<file path="src/rtl/pll_status_sequencer.sv">
// Per-PLL powerdown, lock qualification and MCGB reset sequencer.
// Each channel runs an independent FSM on its synchronised lock input.
module pll_status_sequencer #(
    parameter int NUM_PLLS           = 1,
    parameter int LOCK_SYNC_STAGES   = 2,
    parameter int PD_HOLD_CYCLES     = 16,
    parameter int LOCK_FILTER_CYCLES = 64,
    parameter int MCGB_RST_DELAY     = 8
) (
    input  logic                clk,
    input  logic                reset_n,
    input  logic [NUM_PLLS-1:0] pll_locked,
    input  logic [NUM_PLLS-1:0] pll_powerdown_req,
    input  logic                lol_clear,
    output logic [NUM_PLLS-1:0] pll_powerdown,
    output logic [NUM_PLLS-1:0] mcgb_rst,
    output logic [NUM_PLLS-1:0] pll_locked_out,
    output logic                pll_locked_all,
    output logic [NUM_PLLS-1:0] lol_sticky
);

    localparam int CNT_MAX_A = (PD_HOLD_CYCLES > LOCK_FILTER_CYCLES) ? PD_HOLD_CYCLES : LOCK_FILTER_CYCLES;
    localparam int CNT_MAX   = (CNT_MAX_A > MCGB_RST_DELAY) ? CNT_MAX_A : MCGB_RST_DELAY;
    localparam int CW        = $clog2(CNT_MAX + 1);

    localparam logic [CW-1:0] PD_MAX   = CW'(PD_HOLD_CYCLES);
    localparam logic [CW-1:0] FLT_LAST = CW'(LOCK_FILTER_CYCLES - 1);
    localparam logic [CW-1:0] DLY_LAST = CW'(MCGB_RST_DELAY - 1);

    typedef enum logic [1:0] {
        ST_PD,
        ST_WAIT_LOCK,
        ST_MCGB_REL,
        ST_LOCKED
    } state_e;

    for (genvar g = 0; g < NUM_PLLS; g++) begin : g_ch
        logic [LOCK_SYNC_STAGES-1:0] r_sync;
        state_e                      r_state;
        state_e                      w_state_nxt;
        logic [CW-1:0]               r_cnt;
        logic [CW-1:0]               w_cnt_nxt;
        logic                        w_lk_s;
        logic                        w_lol_set;
        logic                        r_pd;
        logic                        r_mcgb;
        logic                        r_lo;
        logic                        r_lol;

        assign w_lk_s = r_sync[LOCK_SYNC_STAGES-1];

        always_ff @(posedge clk or negedge reset_n) begin
            if (!reset_n) begin
                r_sync <= '0;
            end else begin
                r_sync <= {r_sync[LOCK_SYNC_STAGES-2:0], pll_locked[g]};
            end
        end

        // A request outside PD pre-empts every lock-driven transition.
        always_comb begin
            w_state_nxt = r_state;
            w_cnt_nxt   = r_cnt;
            w_lol_set   = 1'b0;
            if (r_state != ST_PD && pll_powerdown_req[g]) begin
                w_state_nxt = ST_PD;
                w_cnt_nxt   = '0;
            end else begin
                unique case (r_state)
                    ST_PD: begin
                        if (r_cnt == PD_MAX && !pll_powerdown_req[g]) begin
                            w_state_nxt = ST_WAIT_LOCK;
                            w_cnt_nxt   = '0;
                        end else if (r_cnt != PD_MAX) begin
                            w_cnt_nxt = r_cnt + 1'b1;
                        end
                    end
                    ST_WAIT_LOCK: begin
                        if (!w_lk_s) begin
                            w_cnt_nxt = '0;
                        end else if (r_cnt == FLT_LAST) begin
                            w_state_nxt = ST_MCGB_REL;
                            w_cnt_nxt   = '0;
                        end else begin
                            w_cnt_nxt = r_cnt + 1'b1;
                        end
                    end
                    ST_MCGB_REL: begin
                        if (!w_lk_s) begin
                            w_state_nxt = ST_WAIT_LOCK;
                            w_cnt_nxt   = '0;
                        end else if (r_cnt == DLY_LAST) begin
                            w_state_nxt = ST_LOCKED;
                            w_cnt_nxt   = '0;
                        end else begin
                            w_cnt_nxt = r_cnt + 1'b1;
                        end
                    end
                    ST_LOCKED: begin
                        w_cnt_nxt = '0;
                        if (!w_lk_s) begin
                            w_state_nxt = ST_WAIT_LOCK;
                            w_lol_set   = 1'b1;
                        end
                    end
                    default: begin
                        w_state_nxt = ST_PD;
                        w_cnt_nxt   = '0;
                    end
                endcase
            end
        end

        // Outputs are decoded from the next state so they change with the transition edge.
        always_ff @(posedge clk or negedge reset_n) begin
            if (!reset_n) begin
                r_state <= ST_PD;
                r_cnt   <= '0;
                r_pd    <= 1'b1;
                r_mcgb  <= 1'b1;
                r_lo    <= 1'b0;
                r_lol   <= 1'b0;
            end else begin
                r_state <= w_state_nxt;
                r_cnt   <= w_cnt_nxt;
                r_pd    <= (w_state_nxt == ST_PD);
                r_mcgb  <= (w_state_nxt != ST_LOCKED);
                r_lo    <= (w_state_nxt == ST_LOCKED);
                r_lol   <= w_lol_set | (r_lol & ~lol_clear);
            end
        end

        assign pll_powerdown[g]  = r_pd;
        assign mcgb_rst[g]       = r_mcgb;
        assign pll_locked_out[g] = r_lo;
        assign lol_sticky[g]     = r_lol;
    end

    assign pll_locked_all = &pll_locked_out;

endmodule

</file>
<file path="config.mk">
export PLATFORM = sky130hd
export DESIGN_NAME = pll_status_sequencer
export DESIGN_NICKNAME = d
export VERILOG_FILES = /design/src/rtl/pll_status_sequencer.sv
export SDC_FILE = /design/constraint.sdc
export NUM_CORES = 1
export LEC_CHECK = 0
export CAP_MARGIN = 10
export CORE_MARGIN = 2
export CORE_UTILIZATION = 47
export DETAILED_ROUTE_END_ITERATION = 8
export MAX_ROUTING_LAYER = met4
export PLACE_DENSITY = 0.82
export RECOVER_POWER = 100
export SLEW_MARGIN = 0
export SYNTH_ARGS = -nofsm -noshare
export SYNTH_HDL_FRONTEND = slang
export SYNTH_SLANG_ARGS = --single-unit
export TNS_END_PERCENT = 30
</file>
<file path="constraint.sdc">
create_clock -name clk -period 1.71 [get_ports clk]
set_input_delay 0.2565 -clock clk [delete_from_list [all_inputs] [get_ports clk]]
set_output_delay 0.2565 -clock clk [all_outputs]
set_load 0.03 [all_outputs]
</file>
* Word level (Yosys, flattened, before mapping) *
Cells that the tools add are included.

storage, ports and cells
  register bits = 15
  bits of input ports = 5
  output and inout port bits = 5

cells by class
  add/subtract/negate cells = 1
  equal/unequal tests = 10
  multiplexer cells = 19
  bitwise operators = 3
  reduce and logical (&&, ||, !) cells = 6

operators with widths
  kind                                                                   count
  7-bit two-way mux                                                      7
  7-bit case mux with 4 select lines                                     1
  2-bit two-way mux                                                      7
  2-bit case mux with 4 select lines                                     1
  7-bit by 1-bit adder with 7-bit output, second input constant          1
  7-bit by 3-bit equality test with 1-bit output, second input constant  1
  7-bit by 5-bit equality test with 1-bit output, second input constant  1
  7-bit by 6-bit equality test with 1-bit output, second input constant  1
  7-bit by 5-bit != test with 1-bit output, second input constant        1
  2-bit equality test, second input constant                             3
  2-bit zero test                                                        2
  4-bit != test, second input constant                                   1
  1-bit two-way mux                                                      3
  2-bit by 1-bit equality test with 1-bit output, second input constant  1
  1-bit logical AND                                                      2
  2-bit != test, second input constant                                   1
  2-bit nonzero test                                                     1
  1-bit AND                                                              1
  1-bit zero test                                                        1
  1-bit NOT                                                              1
  1-bit OR                                                               1

* Logic depth before layout (Yosys ltp) *
  word-level depth = 6
  gate-level depth with buffers = 7

* Worst setup path before layout *
OpenSTA, ideal clock, no wires.

  path type = flip-flop to flip-flop
  start point = register g_ch[0].r_cnt[0]
  end point = register g_ch[0].r_cnt[1]
  library setup time = 0.087 ns
  data arrival time = 1.686 ns
  required time = 1.623 ns
  path slack = -0.063 ns
  stages on the path, launching flop included = 7
  buffers on the path = 1
  path through = dfrtp_1 > ha_1 > and4_4 > a2111o_1 > and3_1 > buf_6 > a211oi_2

on the way
  word-level cells in the longest chain between the ends = 5
  elaborated cells on any way between the ends = 15
  classes of those cells = 1 x add/sub; 5 x eq/ne; 8 x mux; 1 x reduce/logical

ends and longest elaborated chain
  item                                                            line        RTL
  start, declared                                                 41          logic [CW-1:0] r_cnt;
  start signal, assigned                                          125         r_cnt <= w_cnt_nxt;
  7-bit by 1-bit adder with 7-bit output (tied with other cells)  75, 85, 96
  7-bit two-way mux (tied with other cells)                       92          end else if (r_cnt == DLY_LAST) begin
  7-bit two-way mux, on equally long branches                     89, 71, 79
  7-bit case mux with 4 select lines                              69          unique case (r_state)
  7-bit two-way mux                                               65          if (r_state != ST_PD && pll_powerdown_req[g]) begin

Parallel ways exist; a longest one is shown, timed or not. The select of a mux whose other input is x is not followed.
A chain may end at the register's enable or synchronous reset.

* Final worst setup path *
  start point = register g_ch[0].r_cnt[1]
  end point = register g_ch[0].r_cnt[1]

The elaborated chain is that of the path after synthesis.

==> summary.md <==
| Metric | Value |
|---|---|
| Syn Nets | 81 |
| Total wire length | 1.54 mm |
| Setup Viol. Count Final | 0 |
| Fillers | between 100 and 150 |
| Initial Utilization | about half |
| Post-layout min period | 1.65 ns |
| Vias/cell | about 5.6 |
| Maximum vdd drop | 0.789 mV |
| Yosys reg bits | 15 |
| Hold Vio Cnt, Final | 0 |
| Worst Tran Pin Value | 0.788 ns |
| Cell Area, Synth | 774 sq um |
| Syn_area_per_cell | between 10 and 15 sq um |
| Worst Hold Class | reg2reg |
| Synth Flop Type | dfrtp_1 |
| Run status | finished, final reports clean |
| Storage cell area | 378 sq um |
| Synth cell types | 32 |
| Largest net degree at the start of global routing | 16 |
| Area of the multi-input gates | around 360 sq um |
| Antenna diodes | 0 |
| Hold_ws | 0.356 ns |
| Port buffer count | 9 |
| DIE AREA | a little under 2000 sq um |
| Crit end category | register |
| Area growth from synthesis to layout | 27.1% |
| Critical path's largest stage delay | roughly 0.40 ns |
| Maximum clock path buffer count | 2 |
| YS warnings | 0 |
| Rows | 14 |
| Overall die height | 44.6 um |
| Crit path cell chain | ha_2 > and4_4 > a2111o_1 > and3_2 > a211oi_2 |
| Post-synth EDFFs | 0 |
| Core area | roughly 1500 sq um |
| Max Fclk | ~0.6 GHz |
| Seq/Total Area, Yosys | 48.8% |
| Total Neg Setup Slack | 0 ns |
| CP Data Arrival Time | 1.85 ns |
| DR WL/cell | 13.6 um |
| H-tree depth | 1 |
| GRT Overall Usage | 18.4% |
| Clock Latency Late Sink | approximately 0.28 ns |
| CTS tree | yes |
| DRC viols | 0 |
| First-pass GRT wire length | around 2.6 mm |
| Routed Antenna Nets | 0 |
| Die Wd | between 40 and 50 um |
| Worst-path clk slew | ~0.080 ns |
| CTS root buf | clkbuf_4 |
| Slowest cell on crit path | a2111o_1 |
| Final global-route overflow total | 0 |
| Mapped Cells | 74 |
| Startpoint types | register |
| Gpl congestion | 0.779 |
| Max FO, Critical Path | 6 |
| Max-slew headroom | a little under half |
| Initial antenna violation count | 0 |
| Post-DP HPWL | 1.18 mm |
| Layout cells sized above 1 | ~28% |
| Vias | 635 |
| Fin crit share | 96.7% |
| Nets | 105 |
| Maxcap violations | 0 |
| Clk sinks | 15 |
| Crit path required time | 1.91 ns |
| I/O pins | 10 |
| 1st-iter DRT viols | 17 |
| Vias in the first global route | 635 |
| PD cells | approximately 1300 nW/um^2 |
| Drt first pass iters | 4 |
| Clk_skew | between 0.0007 and 0.0008 ns |
| Async SR Flop Fraction | 100% |
| Slew Limit Fails | 0 |
| Static leakage | 0.436 nW |
| TritonCTS Buffers | 3 |
| RSZ-0062 raised after global routing | no |
| Worst setup path category | reg2reg |
==> synthesized netlist by cell type (2+ instances only) <==
cell type / n / share of area (%)
inv_1: 5 / 2.4
o41ai_1: 2 / 2.3
xor2_1: 2 / 2.3
nor2_1: 7 / 3.4
nand2b_1: 2 / 1.6
dfstp_2: 2 / 6.8
xnor2_1: 2 / 2.3
ha_1: 2 / 3.2
dfrtp_1: 13 / 42
o31ai_1: 3 / 2.9
nand3_1: 3 / 1.9
buf_6: 2 / 2.9
nand2_1: 8 / 3.9
a21oi_1: 3 / 1.9
==> final timing paths <==
path                            depth (start not counted)                end         startpoint  slack [ns]
worst max-delay path                                    5   g_ch[0].r_cnt[1]   g_ch[0].r_cnt[1]        0.06
worst min register to register                          0  g_ch[0].r_sync[1]  g_ch[0].r_sync[0]        0.36
min in group asynchronous                               2     pll_locked_all            reset_n        0.56
max in group asynchronous                               2   g_ch[0].r_cnt[6]            reset_n        0.66
worst max register to register                          5   g_ch[0].r_cnt[1]   g_ch[0].r_cnt[1]        0.06
worst min-delay path                                    0  g_ch[0].r_sync[1]  g_ch[0].r_sync[0]        0.36
==> placed cells by master, fill, tap and decap left out, types with 3 or more instances in the layout <==
master,n
a21oi_1,3
buf_4,10
clkbuf_1,3
clkbuf_4,4
dfrtp_1,13
dlygate4sd3_1,5
inv_1,5
nand2_1,8
nand3_1,3
nor2_1,7
o31ai_1,3
==> what timing repair did <==
action                     CTS  global route
pin swaps                    0             1
buffers inserted             0             1
resized for setup            3             2
hold buffers                 0             0
setup endpoints to repair    7             7
==> area by class of cell <==
type / count / share of cell area (%)
sequential: 15 / 38.4
multi-input combinational: 51 / 37.0
timing repair buffer: 22 / 18.0
clock buffer: 4 / 2.67
tap: 16 / 2.03
inverter: 5 / 1.91
==> where the power goes <==
part	internal, mW	switching (mW)	total (mW)
sequential	0.450	0.0556	0.506
combinational	0.302	0.322	0.624
clock	0.0905	0.108	0.199
==> layer usage <==
layer / GRT usage, % / vias up / routed length [um] / part of all wire, %
met1: 21.9 / 298 / 651 / 42
met3: 3.67 / 5 / 92 / 6.0
li1: - / 309 / - / -
met2: 31.0 / 23 / 774 / 50
met5: - / - / 0 / 0
met4: 6.06 / 0 / 21 / 1.4
==> through the flow <==
stage | util (%) | instance area (sq um) | cells | worst slack, ns | power (mW)
after floorplan | - | 777 | 74 | 0.0360 | 0.890
after global placement | 62.2 | 947 | 108 | -0.0530 | 1.08
after detailed placement | 62.2 | 947 | 108 | -0.0770 | 1.10
after CTS | 63.8 | 972 | 112 | 0.0000155 | 1.30
after global routing | 64.6 | 985 | 113 | 0.00694 | 1.43
final | 64.6 | 985 | 113 | 0.0564 | 1.33
==> flip-flops by register name (all words and copies together), names as in the netlist <==
name and cells:
g_ch.r_sync 2, g_ch.r_cnt 7, mcgb_rst 1, pll_locked_all 1
g_ch.r_state 2, pll_powerdown 1, lol_sticky 1
==> cell families (layout without fill, tap and decap cells) <==
kind of cell    after synthesis  after routing  synth area share, %
simple gates                 30             30                 22.0
flops                        15             15                 48.8
compound gates               14             14                 13.9
buf+inv                       8             31                 6.30
xor+xnor                      4              4                 4.52
fa+ha+maj                     2              2                 3.23
mux                           1              1                 1.29
==> worst max-delay path: cells and delay by family, from the launching register on <==
| kind | cells | cell delay (ns) |
|---|---|---|
| compound gates | 2 | 0.60 |
| flops | 1 | 0.39 |
| simple gates | 2 | 0.39 |
| fa+ha+maj | 1 | 0.20 |
(Power assumes the default switching activity.)
